--- src/rtl/pattern_scan_pkg.sv ---
// Shared types and defaults for the pattern scan controller and its bit-level matcher.
package pattern_scan_pkg;
  typedef enum logic [1:0] {
    IDLE  = 2'b00,
    SHIFT = 2'b01,
    DONE  = 2'b10
  } state_t;

  localparam logic [2:0] PAT_RST_DEF = 3'b101;
endpackage

--- src/rtl/pattern_match_core.sv ---
// Bit-level PLEN-bit matcher: keeps the recent-bit history and the count of valid history bits.
module pattern_match_core #(
  parameter int PLEN = 3
) (
  input  logic            clk,
  input  logic            rst,
  input  logic            bit_valid,
  input  logic            bit_data,
  input  logic            clear,
  input  logic [PLEN-1:0] pattern,
  input  logic            overlap,
  output logic            match
);
  localparam int FW = $clog2(PLEN + 1);

  logic [PLEN-2:0] hist;
  logic [FW-1:0]   fill;
  logic [PLEN-1:0] nxt;

  assign nxt   = {hist, bit_data};
  assign match = bit_valid && (fill >= FW'(PLEN - 1)) && (nxt == pattern);

  always_ff @(posedge clk or posedge rst) begin
    if (rst) begin
      hist <= '0;
      fill <= '0;
    end else if (clear) begin
      hist <= '0;
      fill <= '0;
    end else if (bit_valid) begin
      hist <= nxt[PLEN-2:0];
      // Non-overlapping mode: a match consumes its bits, so a fresh window must fill again.
      if (match && !overlap)
        fill <= '0;
      else if (fill != FW'(PLEN))
        fill <= fill + 1'b1;
    end
  end
endmodule

--- src/rtl/pattern_scan_ctrl.sv ---
// Word-accepting serial pattern scanner: handshake, MSB-first shifter, per-frame match counting.
module pattern_scan_ctrl
  import pattern_scan_pkg::*;
#(
  parameter int              DW      = 8,
  parameter int              PLEN    = 3,
  parameter int              CNT_W   = 4,
  parameter logic [PLEN-1:0] PAT_RST = PAT_RST_DEF
) (
  input  logic             clk,
  input  logic             rst,
  input  logic             cfg_we,
  input  logic [PLEN-1:0]  cfg_pattern,
  input  logic             cfg_overlap,
  input  logic             in_valid,
  output logic             in_ready,
  input  logic [DW-1:0]    in_data,
  input  logic             in_last,
  output logic             match_pulse,
  output logic [CNT_W-1:0] match_cnt,
  output logic             done,
  output logic             busy
);
  localparam int              BW      = (DW > 1) ? $clog2(DW) : 1;
  localparam logic [CNT_W-1:0] CNT_MAX = '1;

  state_t          state;
  logic [DW-1:0]   sreg;
  logic [BW-1:0]   bcnt;
  logic            last_q;
  logic            frame_open;
  logic [PLEN-1:0] pattern_q;
  logic            overlap_q;
  logic            match;
  logic            accept;
  logic            first;
  logic            bit_valid;

  assign in_ready  = (state == IDLE);
  assign accept    = in_valid && in_ready;
  assign first     = accept && !frame_open;
  assign bit_valid = (state == SHIFT);
  assign busy      = frame_open || (state != IDLE);

  pattern_match_core #(.PLEN(PLEN)) u_core (
    .clk       (clk),
    .rst       (rst),
    .bit_valid (bit_valid),
    .bit_data  (sreg[DW-1]),
    .clear     (first),
    .pattern   (pattern_q),
    .overlap   (overlap_q),
    .match     (match)
  );

  always_ff @(posedge clk or posedge rst) begin
    if (rst) begin
      state       <= IDLE;
      sreg        <= '0;
      bcnt        <= '0;
      last_q      <= 1'b0;
      frame_open  <= 1'b0;
      pattern_q   <= PAT_RST;
      overlap_q   <= 1'b1;
      match_pulse <= 1'b0;
      match_cnt   <= '0;
      done        <= 1'b0;
    end else begin
      match_pulse <= 1'b0;
      // Config only lands between frames; a write alongside a first word applies to that frame.
      if (cfg_we && (state == IDLE) && !frame_open) begin
        pattern_q <= cfg_pattern;
        overlap_q <= cfg_overlap;
      end
      case (state)
        IDLE: begin
          if (accept) begin
            sreg   <= in_data;
            last_q <= in_last;
            bcnt   <= BW'(DW - 1);
            state  <= SHIFT;
            if (!frame_open) begin
              match_cnt  <= '0;
              frame_open <= 1'b1;
            end
          end
        end
        SHIFT: begin
          sreg <= sreg << 1;
          bcnt <= bcnt - 1'b1;
          if (match) begin
            match_pulse <= 1'b1;
            if (match_cnt != CNT_MAX)
              match_cnt <= match_cnt + 1'b1;
          end
          if (bcnt == '0) begin
            if (last_q) begin
              state      <= DONE;
              done       <= 1'b1;
              frame_open <= 1'b0;
            end else begin
              state <= IDLE;
            end
          end
        end
        DONE: begin
          done  <= 1'b0;
          state <= IDLE;
        end
        default: state <= IDLE;
      endcase
    end
  end
endmodule

--- config.mk ---
export PLATFORM = sky130hd
export DESIGN_NAME = pattern_scan_ctrl
export DESIGN_NICKNAME = d
export VERILOG_FILES = /design/src/rtl/pattern_scan_pkg.sv /design/src/rtl/pattern_match_core.sv /design/src/rtl/pattern_scan_ctrl.sv
export SDC_FILE = /design/constraint.sdc
export NUM_CORES = 1
export LEC_CHECK = 0
export ABC_AREA = 1
export ABC_CLOCK_PERIOD_IN_PS = 2600
export CAP_MARGIN = 20
export CORE_ASPECT_RATIO = 0.7
export CORE_MARGIN = 2
export CORE_UTILIZATION = 55
export DETAILED_ROUTE_END_ITERATION = 7
export MAX_ROUTING_LAYER = met4
export PLACE_DENSITY = 0.79
export SLEW_MARGIN = 20
export SYNTH_ARGS = -nofsm -noshare
export SYNTH_HDL_FRONTEND = slang
export SYNTH_SLANG_ARGS = --single-unit
--- constraint.sdc ---
create_clock -name clk -period 2.6 [get_ports clk]
set_input_delay 0.39 -clock clk [delete_from_list [all_inputs] [get_ports clk]]
set_output_delay 0.39 -clock clk [all_outputs]
set_load 0.005 [all_outputs]
==> impl_metrics.tcl, run 1 <==
set metrics [dict create \
    ff2ff_path_depth 5 \
    root_buffer "clkbuf_4" \
    crit_slowest_cell "clkdlybuf4s50_1" \
    synthToLayoutAreaGrowth_pct 26.06 \
    setup_violations 0 \
    nNetsFinal 214 \
    synth_xor_area_share_pct 0.6422 \
    ys_seq_area_share_pct 53.49 \
    synthCells 161 \
    dieWidth_um 63.52 \
    cts_buffers 5 \
    synthMuxAreaShare_pct 0 \
    yosysUniqueCellTypes 20 \
    globalRouteTotalUtil_pct 24.13 \
    syn_area_sq_um 1364 \
    drive_gt1_share_pct 11.40 \
    clock-sinks 29 \
    initial_core_util_pct 56.77 \
    grtUsageMet1_pct 29.46 \
    leakage_nw 0.9086 \
    synthAdderAreaFrac_pct 4.587 \
    synth_top_family_by_area "simple AND/OR/NAND/NOR gates" \
    n_fill_cell 200 \
    postRouteAntennaNets 0 \
    worstReg2RegStart "state[1]" \
    fp-row-count 15 \
    met3_usage_pct 7.921 \
    worst-r2r-setup-slack_ns 1.11 \
    clockBufferDepth 2 \
    fp.dieH_um 45.66 \
    cts_resized 0 \
    grt_pass1_wl_um 4843 \
    ios 25 \
    endpoint_kind "primary output" \
    critPathArrivalTime_ns 1.53 \
    antenna_found_initial 0 \
    htreeDepth 2 \
    rsz0062_at_grt "no" \
    slew_violations 0 \
    portBuffers 24 \
    tightest_slew_ns 0.3577 \
    clock_skew_ns 0.01018 \
    status "finished, final reports clean" \
    setup_tns_ns 0 \
    cp.required_ns 2.21 \
    multiInputGateArea_sq_um 524.3 \
    clock_latency_ns 0.33 \
    r2r_end "sreg[0]" \
    crit_fanout 4 \
    dpl.cell_count 219 \
    fmax_ghz 0.5207 \
    synth-simple-area-share_pct 24.31 \
    synth_nets 183 \
    hp-class "in2async" \
    routed_via_density 4.947 \
    grt_max_degree 30 \
    grt_busiest_layer "met2" \
    cts_setup_buffers 0 \
    path_clk_slew_ns 0.09 \
    wl_um 2851 \
    dieArea_sq_um 2900 \
    max_stage_delay_ns 0.55 \
    avgSynthCellArea_sq_um 8.471 \
    relSlewSlack_pct 76.15 \
    start_kind "register" \
    first_pass_iters 4 \
    antenna-diode-count 0 \
    yosysWarningCount 0 \
    dp_hpwl_um 2132 \
    power_density_nw_per_um2 1121 \
    synth_compound_area_share_pct 8.899 \
    ir_drop_mv 0.5782 \
    ctsHoldBuffers 0 \
    critPathTopFamily "buffers and inverters" \
    dr.first_iter.drc_count 31 \
    core_area_sq_um 2402 \
    fin_hold_ws_ns 0.4194 \
    synth-seq-cells 29 \
    finalNonFillerCells 227 \
    min_period_ns 1.921 \
    vias 1123 \
    hold_viol 0 \
    cts_tree "done" \
    gp_congestion 0.8535 \
    seqCellArea_sq_um 729.5 \
    crit_type "reg2out" \
    grt_pass1_vias 1108 \
    drc 0 \
    period_share_pct 73.87 \
    max_cap_viol_count 0 \
    wire_per_inst_um 12.56 \
    path_buf_inv 1 \
    use_met2_pct 37.89 \
    crit_chain "nor2_1 > clkdlybuf4s50_1" \
    grt-ovfl-total 0 \
]
==> routing by layer <==
metal / part of all wire [%] / up-vias
met5: 0 / -
met2: 48 / 34
met3: 4.9 / 4
li1: - / 569
met4: 1.2 / 0
met1: 46 / 516
==> tightest hold or removal path, delay by kind of cell <==
| family | cells | cell delay (ns) |
|---|---|---|
| buffers and inverters | 3 | 0.77 |
==> stage by stage <==
step / cell area (sq um) / worst slack (ns) / power, mW / utilization (%)
floorplan: 1364 / 1.314 / 1.334 / -
global placement: 1649 / 1.007 / 1.567 / 68.65
detailed placement: 1649 / 0.9576 / 1.625 / 68.65
CTS: 1719 / 0.6604 / 1.942 / 71.56
global route: 1719 / 0.5854 / 2.111 / 71.56
finish: 1719 / 0.6795 / 1.926 / 71.56
==> report_power, final <==
part	switching [mW]	total [mW]	internal, mW
Combinational	0.464	0.818	0.353
Sequential	0.134	0.803	0.669
Clock	0.149	0.306	0.156
==> synthesized netlist by cell type <==
master     n  area (sq um)
inv_1     25         93.84
dfstp_2    3         78.83
xor2_1     1         8.760
nand4_1    2         12.51
o211ai_1   1         7.510
nand2_2    4         25.02
nor2_2     1         6.260
ha_1       5         62.56
a22o_1     1         8.760
a21oi_1    4         20.02
nand2_1   38         142.6
dfrtp_1   26         650.6
buf_2      1         5.000
a22oi_1    2         15.01
nor2_4     2         22.52
o22ai_1    8         50.05
nor2_1    22         82.58
o21ai_0    4         20.02
nand3_1    8         40.04
inv_2      3         11.26
==> logic make-up (layout without fill, tap and decap cells) <==
kind of cell | count (synthesis) | after routing
AO/OA/AOI/OAI | 20 | 20
XOR/XNOR | 1 | 1
adder cells (fa/ha/maj) | 5 | 5
buffers and inverters | 29 | 61
flip-flops | 29 | 29
AND/OR/NAND/NOR | 77 | 77
==> state kept, by name, indices dropped and copies added (netlist names) <==
register,flops
bcnt,3
done,1
frame_open,1
last_q,1
match_cnt,4
match_pulse,1
overlap_q,1
pattern_q,3
sreg,8
state,2
u_core.fill,2
u_core.hist,2
==> worst max-delay path by stage <==
stage,cells after the start,start,end
3_3_place_gp,10,in_valid,u_core.fill[0]
2_1_floorplan,11,u_core.fill[0],match_cnt[0]
6_report,2,state[1],in_ready
4_1_cts,2,state[1],in_ready
5_1_grt,2,state[1],in_ready
3_5_place_dp,8,in_valid,u_core.fill[1]
==> layout by cell type, fill, tap and decap left out, types with 3 or more instances in the layout <==
| cell | count |
|---|---|
| clkdlybuf4s50_1 | 24 |
| inv_1 | 25 |
| o21ai_0 | 4 |
| dfstp_2 | 3 |
| nand2_1 | 38 |
| nand3_1 | 8 |
| a21oi_1 | 4 |
| nor2_1 | 22 |
| nand2_2 | 4 |
| dfrtp_1 | 26 |
| ha_1 | 5 |
| clkbuf_4 | 5 |
| o22ai_1 | 8 |
| inv_2 | 3 |
==> layout make-up <==
cell class / count / share of cell area, %
clock inverter: 1 / 0.2911
clock buffer: 7 / 3.785
tap: 34 / 2.475
inverter: 28 / 6.114
sequential: 29 / 42.43
multi-input combinational: 103 / 30.49
timing repair buffer: 25 / 14.41
No activity file was read; power rests on OpenSTA's default activity.
==> run 2: changes to the inputs <==
--- a/config.mk
+++ b/config.mk
@@ -6,14 +6,14 @@
 export NUM_CORES = 1
 export LEC_CHECK = 0
 export ABC_AREA = 1
-export ABC_CLOCK_PERIOD_IN_PS = 2600
+export ABC_CLOCK_PERIOD_IN_PS = 1900
 export CAP_MARGIN = 20
 export CORE_ASPECT_RATIO = 0.7
 export CORE_MARGIN = 2
-export CORE_UTILIZATION = 55
+export CORE_UTILIZATION = 51
 export DETAILED_ROUTE_END_ITERATION = 7
 export MAX_ROUTING_LAYER = met4
-export PLACE_DENSITY = 0.79
+export PLACE_DENSITY = 0.74
 export SLEW_MARGIN = 20
 export SYNTH_ARGS = -nofsm -noshare
 export SYNTH_HDL_FRONTEND = slang
==> constraint.sdc (replaced) <==
create_clock -name clk -period 1.9 [get_ports clk]
set_input_delay 0.285 -clock clk [delete_from_list [all_inputs] [get_ports clk]]
set_output_delay 0.285 -clock clk [all_outputs]
set_load 0.005 [all_outputs]
==> run 2 against run 1 <==
Wire length rose by 0.28%. Critical path depth did not move. Worst hold slack got worse by 0.039 ns. First-iteration DRC count rose to 3.1 times the previous value. Combinational power rose by 36%. Utilization fell by 2.2 points. Sequential cell count did not move. Final cell count did not move. Total power rose by 40%. Clock skew fell by 0.0021 ns. Global-route usage fell by 0.97 points. Critical endpoint unchanged. Largest cell class unchanged.
==> impl_metrics.tcl, run 2 (synthesis results as in run 1) <==
set metrics [dict create \
    status "finished, final reports clean" \
    n_fill_cell 189 \
    clkPwrFrac_pct 17.9 \
    path_buf_inv 1 \
    cts_tree "done" \
    setup_tns_ns 0 \
    drive_gt1_share_pct 10.36 \
    switchingPower_mw 1.033 \
    layout_commonest_cell "nand2_1" \
    critPathTopFamily "buffers and inverters" \
    antenna_found_initial 0 \
    ios 25 \
    ir_drop_mv 0.8276 \
    largest_reg_flops 8 \
    ctsHoldBuffers 0 \
    min_period_ns 1.737 \
    p_seq_share_pct 40.8 \
    rsz0062_at_grt "no" \
    drc 0 \
    finalNonFillerCells 227 \
    vias 1114 \
    ff2ff_path_depth 5 \
    routed_via_density 4.907 \
    wl_um 2859 \
    layout_common_cells "nand2_1, dfrtp_1, inv_1" \
    hp-class "in2async" \
    regMostFlops "sreg" \
    fin_hold_ws_ns 0.3804 \
    dieArea_sq_um 3110 \
    clock-sinks 29 \
    swShare_pct 38.40 \
    crit_slowest_cell "clkdlybuf4s50_1" \
    first_pass_iters 4 \
    postRouteAntennaNets 0 \
    initial_core_util_pct 54.64 \
    gp_congestion 0.8464 \
    portBuffers 24 \
    grt_max_degree 30 \
    fp-row-count 15 \
    worst-r2r-setup-slack_ns 0.41 \
    setup_violations 0 \
    path_clk_slew_ns 0.06 \
    nNetsFinal 214 \
    tightest_slew_ns 0.3658 \
    endpoint_kind "primary output" \
    antenna-diode-count 0 \
    crit_chain "nor2_1 > clkdlybuf4s50_1" \
    critPathArrivalTime_ns 1.45 \
    r2r_end "sreg[0]" \
    grt_pass1_wl_um 4926 \
    fp.dieH_um 47.27 \
    synthToLayoutAreaGrowth_pct 26.88 \
    clock_skew_ns 0.008104 \
    start_kind "register" \
    power_mw 2.691 \
    dpl.cell_count 219 \
    root_buffer "clkbuf_8" \
    clockBufferDepth 2 \
    core_area_sq_um 2496 \
    cts_setup_buffers 0 \
    max_cap_viol_count 0 \
    wire_per_inst_um 12.59 \
    cp.required_ns 1.62 \
    htreeDepth 2 \
    grt_pass1_vias 1056 \
    crit_type "reg2out" \
    hold_viol 0 \
    period_share_pct 91.43 \
    clock_latency_ns 0.28 \
    dr.first_iter.drc_count 97 \
    relSlewSlack_pct 75.61 \
    fmax_ghz 0.5756 \
    globalRouteTotalUtil_pct 23.16 \
    crit_fanout 4 \
    slew_violations 0 \
    cts_buffers 5 \
    grt-ovfl-total 0 \
    power_density_nw_per_um2 1555 \
    pwr-share-comb_pct 41.3 \
    worstReg2RegStart "state[1]" \
    dieWidth_um 65.81 \
    leakage_nw 0.9095 \
    cts_resized 0 \
    internal_power_mw 1.657 \
    top_regs "sreg x8, match_cnt x4" \
    max_stage_delay_ns 0.54 \
    dp_hpwl_um 2084 \
]
[run 2: cell counts in the layout (fill, tap and decap cells not counted)]
No cell type changed its count.
[run 2: tightest hold or removal path, stage by stage]
cell and delay, ns:
clkdlybuf4s50_1 0.40, inv_1 0.05, buf_4 0.33
[run 2: through the flow]
step,setup WS [ns],utilization (%),area (sq um)
floorplan,0.6138,-,1364
global placement,0.4098,66.07,1649
detailed placement,0.3209,66.07,1649
CTS,0.1464,69.32,1730
global route,0.07262,69.32,1730
finish,0.1628,69.32,1730
[run 2: cell type report]
class                      count  area, sq um  area share (%)
tap                           34        42.54           2.458
multi-input combinational    103        524.3           30.30
clock inverter                 1        5.005          0.2892
timing repair buffer          25        247.7           14.32
inverter                      28        105.1           6.074
sequential                    29        729.5           42.15
clock buffer                   7        76.32           4.411
[run 2: per-layer routing]
metal / routed length, um / track usage (%) / up-vias
met2: 1343 / 35.15 / 17
met1: 1368 / 29.40 / 518
met3: 95 / 6.235 / 9
met5: 0 / - / -
met4: 52 / 10.83 / 0
li1: - / - / 570
[run 2: worst max path at each step]
stage / start / endpoint / slack (ns) / depth (start not counted)
floorplan: u_core.fill[0] / match_cnt[0] / 0.61 / 11
global placement: in_valid / u_core.fill[1] / 0.41 / 10
detailed placement: in_valid / u_core.fill[1] / 0.32 / 10
CTS: state[1] / in_ready / 0.15 / 2
global route: state[1] / in_ready / 0.07 / 2
finish: state[1] / in_ready / 0.16 / 2
[run 2: power by group through the flow]
stage	Combinational, mW	Sequential, mW	Clock (mW)
3_5_place_dp	1.11	1.10	0
5_1_grt	1.29	1.13	0.517
3_3_place_gp	1.06	1.09	0
2_1_floorplan	0.762	1.06	0
4_1_cts	1.12	1.10	0.488
6_report	1.11	1.10	0.482
